[src/rtl/bcd_down_timer_if.sv]
// bcd_down_timer_if: control and status bundle for the multi-digit BCD countdown timer.
// The master side (the controller) drives load/start/enable/halt.
// The slave side (the timer) returns the count and its status flags.
// DIGITS must match the DIGITS parameter of the attached bcd_down_timer.
interface bcd_down_timer_if #(
   parameter int DIGITS = 4
);

   // Requests from the controller
   logic                  i_load;
   logic [4*DIGITS-1:0]   i_load_val;
   logic                  i_enable;
   logic                  i_halt;

   // Status returned by the timer
   logic [4*DIGITS-1:0]   o_count;
   logic                  o_zero;
   logic                  o_busy;
   logic                  o_done;
   logic                  o_load_err;

   modport master (
      output i_load,
      output i_load_val,
      output i_enable,
      output i_halt,
      input  o_count,
      input  o_zero,
      input  o_busy,
      input  o_done,
      input  o_load_err
   );

   modport slave (
      input  i_load,
      input  i_load_val,
      input  i_enable,
      input  i_halt,
      output o_count,
      output o_zero,
      output o_busy,
      output o_done,
      output o_load_err
   );

endinterface

[src/rtl/bcd_down_timer.sv]
// bcd_down_timer: multi-digit packed-BCD countdown timer.
//
// Loading a start value starts the timer. The value then decrements by one on every
// enabled clock, with the borrow rippling across the decimal digits.
// Terminal count (1 -> next) raises a one-cycle done pulse.
// A load whose value contains a non-decimal nibble is rejected with a one-cycle
// load_err pulse, and the load is otherwise ignored.
//
// Per-edge priority: reset > load > halt > decrement.
//
// Optional feature, selected by the macro BCD_TIMER_RELOAD_EN:
//    defined     -> auto-reload: terminal count reloads the last accepted start value
//                   and keeps running, so done repeats every N enabled edges.
//    not defined -> one-shot: terminal count goes to 0 and returns to IDLE.
//                   The reload register is not built.
module bcd_down_timer #(
   parameter int DIGITS = 4
) (
   input  logic               clk,
   input  logic               reset,
   bcd_down_timer_if.slave    bus
);

   localparam int W = 4 * DIGITS;

   localparam logic [W-1:0] C_ZERO = {W{1'b0}};
   localparam logic [W-1:0] C_ONE  = {{(W-1){1'b0}}, 1'b1};

   typedef enum logic [0:0] {
      ST_IDLE = 1'b0,
      ST_RUN  = 1'b1
   } state_t;

   // ------------------------------------------------------------------
   // BCD helper functions
   // ------------------------------------------------------------------

   // True when every nibble of val is a legal decimal digit (0..9)
   function automatic logic f_bcd_valid(input logic [W-1:0] val);
      logic ok;
      ok = 1'b1;
      for (int i = 0; i < DIGITS; i++) begin
         if (val[4*i +: 4] > 4'd9) begin
            ok = 1'b0;
         end else begin
            ok = ok;
         end
      end
      return ok;
   endfunction

   // Decrement a packed BCD value by one.
   // Each zero digit under an active borrow wraps to 9 and passes the borrow upward.
   // The first non-zero digit absorbs the borrow.
   // Callers never pass 0, so the borrow never escapes the top digit.
   function automatic logic [W-1:0] f_bcd_dec(input logic [W-1:0] val);
      logic [W-1:0] res;
      logic         borrow;
      res    = val;
      borrow = 1'b1;
      for (int i = 0; i < DIGITS; i++) begin
         if (borrow) begin
            if (val[4*i +: 4] == 4'd0) begin
               res[4*i +: 4] = 4'd9;
               borrow        = 1'b1;
            end else begin
               res[4*i +: 4] = val[4*i +: 4] - 4'd1;
               borrow        = 1'b0;
            end
         end else begin
            res[4*i +: 4] = val[4*i +: 4];
         end
      end
      return res;
   endfunction

   // ------------------------------------------------------------------
   // State
   // ------------------------------------------------------------------
   state_t          r_state;
   state_t          w_state_nxt;
   logic [W-1:0]    r_count;
   logic [W-1:0]    w_count_nxt;
   logic            r_done;
   logic            w_done_nxt;
   logic            r_load_err;
   logic            w_load_err_nxt;
   logic            w_load_ok;
   logic            w_terminal;

`ifdef BCD_TIMER_RELOAD_EN
   logic [W-1:0]    r_reload;
   logic [W-1:0]    w_reload_nxt;
`endif

   assign w_load_ok  = f_bcd_valid(bus.i_load_val);
   assign w_terminal = (r_count == C_ONE);

   // Next-state, next-count and status-pulse decode in reset > load > halt > decrement order
   always_comb begin
      w_state_nxt    = r_state;
      w_count_nxt    = r_count;
      w_done_nxt     = 1'b0;
      w_load_err_nxt = 1'b0;
`ifdef BCD_TIMER_RELOAD_EN
      w_reload_nxt   = r_reload;
`endif

      if (bus.i_load) begin
         // Load owns the edge whether or not it is accepted
         if (w_load_ok) begin
            w_count_nxt = bus.i_load_val;
`ifdef BCD_TIMER_RELOAD_EN
            w_reload_nxt = bus.i_load_val;
`endif
            if (bus.i_load_val != C_ZERO) begin
               w_state_nxt = ST_RUN;
            end else begin
               w_state_nxt = ST_IDLE;
            end
         end else begin
            w_load_err_nxt = 1'b1;
         end
      end else if (bus.i_halt) begin
         // Halt only matters in RUN; the count is held either way
         if (r_state == ST_RUN) begin
            w_state_nxt = ST_IDLE;
         end else begin
            w_state_nxt = r_state;
         end
      end else begin
         case (r_state)
            ST_IDLE: begin
               w_state_nxt = ST_IDLE;
            end
            ST_RUN: begin
               if (!bus.i_enable) begin
                  w_state_nxt = ST_RUN;
               end else if (r_count == C_ZERO) begin
                  // Not reachable through legal operation; park safely
                  w_state_nxt = ST_IDLE;
               end else if (w_terminal) begin
                  w_done_nxt = 1'b1;
`ifdef BCD_TIMER_RELOAD_EN
                  w_count_nxt = r_reload;
                  w_state_nxt = ST_RUN;
`else
                  w_count_nxt = C_ZERO;
                  w_state_nxt = ST_IDLE;
`endif
               end else begin
                  w_count_nxt = f_bcd_dec(r_count);
               end
            end
            default: begin
               w_state_nxt = ST_IDLE;
               w_count_nxt = r_count;
            end
         endcase
      end
   end

   // State, count and pulse registers with synchronous active-high reset
   always_ff @(posedge clk) begin
      if (reset) begin
         r_state    <= ST_IDLE;
         r_count    <= C_ZERO;
         r_done     <= 1'b0;
         r_load_err <= 1'b0;
      end else begin
         r_state    <= w_state_nxt;
         r_count    <= w_count_nxt;
         r_done     <= w_done_nxt;
         r_load_err <= w_load_err_nxt;
      end
   end

`ifdef BCD_TIMER_RELOAD_EN
   // Last accepted start value, restored at every terminal count
   always_ff @(posedge clk) begin
      if (reset) begin
         r_reload <= C_ZERO;
      end else begin
         r_reload <= w_reload_nxt;
      end
   end
`endif

   assign bus.o_count    = r_count;
   assign bus.o_zero     = (r_count == C_ZERO);
   assign bus.o_busy     = (r_state == ST_RUN);
   assign bus.o_done     = r_done;
   assign bus.o_load_err = r_load_err;

endmodule

[src/flat_wrapper.sv]
// flat-port wrapper written by rule: the top's interface ports become plain ports
module bcd_down_timer_flat 
#(
   parameter int DIGITS = 4
)
  (clk, reset, bus_i_load, bus_i_load_val, bus_i_enable, bus_i_halt, bus_o_count, bus_o_zero, bus_o_busy, bus_o_done, bus_o_load_err);
  bcd_down_timer_if #(.DIGITS(DIGITS)) bus_i ();
  input  logic clk;
  input  logic reset;
  input wire logic [$bits(bus_i.i_load)-1:0] bus_i_load;
  input wire logic [$bits(bus_i.i_load_val)-1:0] bus_i_load_val;
  input wire logic [$bits(bus_i.i_enable)-1:0] bus_i_enable;
  input wire logic [$bits(bus_i.i_halt)-1:0] bus_i_halt;
  output wire logic [$bits(bus_i.o_count)-1:0] bus_o_count;
  output wire logic [$bits(bus_i.o_zero)-1:0] bus_o_zero;
  output wire logic [$bits(bus_i.o_busy)-1:0] bus_o_busy;
  output wire logic [$bits(bus_i.o_done)-1:0] bus_o_done;
  output wire logic [$bits(bus_i.o_load_err)-1:0] bus_o_load_err;
  assign bus_i.i_load = bus_i_load;
  assign bus_i.i_load_val = bus_i_load_val;
  assign bus_i.i_enable = bus_i_enable;
  assign bus_i.i_halt = bus_i_halt;
  assign bus_o_count = bus_i.o_count;
  assign bus_o_zero = bus_i.o_zero;
  assign bus_o_busy = bus_i.o_busy;
  assign bus_o_done = bus_i.o_done;
  assign bus_o_load_err = bus_i.o_load_err;
  bcd_down_timer #(.DIGITS(DIGITS)) u_core (.clk(clk), .reset(reset), .bus(bus_i));
endmodule
[config.mk]
export PLATFORM = sky130hd
export DESIGN_NAME = bcd_down_timer_flat
export DESIGN_NICKNAME = d
export VERILOG_FILES = /design/src/rtl/bcd_down_timer_if.sv /design/src/rtl/bcd_down_timer.sv /design/src/flat_wrapper.sv
export SDC_FILE = /design/constraint.sdc
export NUM_CORES = 1
export LEC_CHECK = 0
export ABC_CLOCK_PERIOD_IN_PS = 2550
export CAP_MARGIN = 10
export CORE_MARGIN = 1
export CORE_UTILIZATION = 30
export DETAILED_ROUTE_END_ITERATION = 10
export PLACE_DENSITY_LB_ADDON = 0.12
export SLEW_MARGIN = 10
export SYNTH_ARGS = -nofsm -noshare
export SYNTH_HDL_FRONTEND = slang
export SYNTH_SLANG_ARGS = --single-unit
[constraint.sdc]
create_clock -name clk -period 2.55 [get_ports clk]
set_input_delay 0.3825 -clock clk [delete_from_list [all_inputs] [get_ports clk]]
set_output_delay 0.3825 -clock clk [all_outputs]
set_load 0.02 [all_outputs]
==> results_dict.tcl <==
set metrics [dict create \
    core_um2 4470 \
    rows 24 \
    relSlewSlack 0.414 \
    grt_pass1_wl_um 7490 \
    synthesis.nets 194 \
    post-route-min-period_ps 2440 \
    cp-end-kind "output pin" \
    initial_core_util 0.322 \
    grt_max_degree 20 \
    cts_hold_buf 0 \
    power_density_nw_per_um2 458 \
    num_antenna_cells 0 \
    drtPass1Iterations 9 \
    hp-class "reg -> reg" \
    avgSynthCellArea_um2 8.68 \
    skew_ps 3.84 \
    final_util 0.449 \
    crit_path_max_fanout 5 \
    peakVddDrop_v 0.000185 \
    ys_async_sr_fraction 0 \
    synthDominantCellAreaShare 0.264 \
    critPathLaunchType "flop" \
    die_area_um2 5080 \
    routedWlPerCell_um 16.9 \
    areaGrowthSynthToFinish_pct 39.6 \
    place_area_um2 1950 \
    gr-total-overflow 0 \
    cts_buffer_depth 2 \
    grt_pass1_vias 1528 \
    grtUsageTotal 0.187 \
    cap_violations 0 \
    ant_nets 0 \
    crit_type "reg -> out" \
    seq_area_frac_synth 0.264 \
    cts_buffers 3 \
    cts_setup_buffers 0 \
    root_buffer "clkbuf_8" \
    grt_setup_unrepaired "no" \
    drtIter0Drc 109 \
    path_cells "inv_1 -> ha_1 -> or3b_1 -> nor4_4 -> dlygate4sd2_1" \
    synthCells 166 \
    insertion_delay_ps 260 \
    nets 240 \
    violations "DRC" \
    post-route-period-util 0.958 \
    synth_area_leaders "dfxtp_1 26%, a21oi_1 6.3%, ha_1 6.1%" \
    h-tree-depth 1 \
    fill_cells 459 \
    slew_violations 0 \
    routed_via_density 5.62 \
    place_congestion 0.866 \
    clk_pin_slew_ps 70 \
    setup_viol 0 \
    critPathMaxStageDelay_ps 430 \
    cp_num_buf_inv 2 \
    cp.arrival_ps 2060 \
    cp_slowest_cell "or3b_1" \
    synthTopCellsByCount "19 x dfxtp_1, 18 x a21oi_1, 15 x nor3_1" \
    finish.instance_area_um2 2010 \
    dpl.hpwl_um 3350 \
    numPortBuffers 40 \
    pin_count 41 \
    crit_required_ps 2170 \
    setup_tns_ps 0 \
    cts_tree "yes" \
    drc 4 \
    power.leakage_nw 0.669 \
    die_w_um 71.3 \
    antenna_found_initial 0 \
    synth_enable_flop_cells 0 \
    ys_ff_latch 19 \
    drive_gt1_frac 0.156 \
    tightest_slew_ps 876 \
    synth_cell_types 46 \
    wirelength_um 4440 \
    ys.warnings.count 0 \
    path_delay_family "simple AND/OR/NAND/NOR gates" \
    die_y_um 71.3 \
    fmax_mhz 409 \
    synth_largest_area_cell "dfxtp_1" \
    synth_area_um2 1440 \
    hold_viol 0 \
    ys.flop_type "dfxtp_1" \
    outcome "finished, violations left" \
    clock_sink_count 19 \
    vias 1477 \
    yosysMostFrequentCell "dfxtp_1" \
]
[cells in the final DEF (no fill, tap or decap), drive strengths merged, types with 2 or more instances in the layout]
cell,synthesis,layout
clkdlybuf4s50,0,39
dfxtp,19,19
a21oi,18,18
nor3,16,16
buf,5,12
inv,11,11
o21ai,10,10
ha,7,7
a2111oi,7,7
nor4,7,7
nand2,6,6
a211oi,6,6
nor2,5,5
a311oi,5,5
or3b,5,5
o31ai,4,4
a22oi,4,4
clkbuf,6,4
nor3b,3,3
nand2b,2,2
o21bai,2,2
a41oi,2,2
xnor2,2,2
nand3,2,2
a221oi,2,2
[layer usage]
layer  vias to the layer above  share of wire  GRT usage
met1                       692           0.49      0.253
li1                        744              -          -
met5                         -              0          0
met3                         5          0.036     0.0253
met4                         0          0.012     0.0711
met2                        36           0.47      0.304
[where the power goes]
group | total [W] | internal (W) | switching (W)
combinational | 0.000372 | 0.000170 | 0.000203
sequential | 0.000327 | 0.000311 | 0.0000157
clock | 0.000222 | 0.000111 | 0.000111
[worst register-to-register path: stages, from the launching register on]
cell and delay, ps:
dfxtp_1 330, inv_1 90, ha_1 180, or3b_1 540
o41a_4 570, a21boi_4 180, a2111oi_4 290, nor3_2 50
[flip-flops by register name (all words and copies together) (netlist names)]
register and flops:
u_core.bus.o_count 16, u_core.bus.o_load_err 1, u_core.bus.o_done 1, u_core.bus.o_busy 1
[through the flow]
step	setup slack, ps	total power [W]	cells	hold WS (ps)
after floorplan	127	0.000560	166	555
after global placement	122	0.000697	259	524
after detailed placement	53.7	0.000699	259	533
after CTS	23.1	0.000925	263	547
after global routing	12.3	0.000976	263	585
final	108	0.000921	263	544
[path summary, 6_finish.rpt]
check                                      from  slack, ps                                   to  depth (start not counted)
max          u_core.bus.o_count[1]$_SDFFE_PP0P_        110                           bus_o_zero                          5
min          u_core.bus.o_count[9]$_SDFFE_PP0P_        540   u_core.bus.o_count[9]$_SDFFE_PP0P_                          2
max reg2reg  u_core.bus.o_count[9]$_SDFFE_PP0P_        160  u_core.bus.o_count[12]$_SDFFE_PP0P_                          7
min reg2reg  u_core.bus.o_count[9]$_SDFFE_PP0P_        540   u_core.bus.o_count[9]$_SDFFE_PP0P_                          2
[area by class of cell]
type                    count  area (um^2)  share of cell area
clock buffers               4         45.0              0.0224
flip-flops and latches     19          380               0.189
well taps                  52         65.1              0.0324
repair buffers             52          502               0.250
multi-input cells         125          977               0.486
inverters                  11         41.3              0.0205
[kinds of logic (layout without fill, tap and decap cells)]
logic type | count (synthesis) | in the layout | synth area share
flops | 19 | 19 | 0.264
fa+ha+maj | 7 | 7 | 0.0608
compound gates | 66 | 66 | 0.367
buf+inv | 22 | 67 | 0.0704
xor+xnor | 2 | 2 | 0.0122
simple gates | 50 | 50 | 0.226
[repair_timing]
item,in CTS,in global routing
endpoints found under the setup margin,1,12
resized for setup,2,3
gates cloned,0,0
Note: power is estimated with default switching activity, not from simulation.
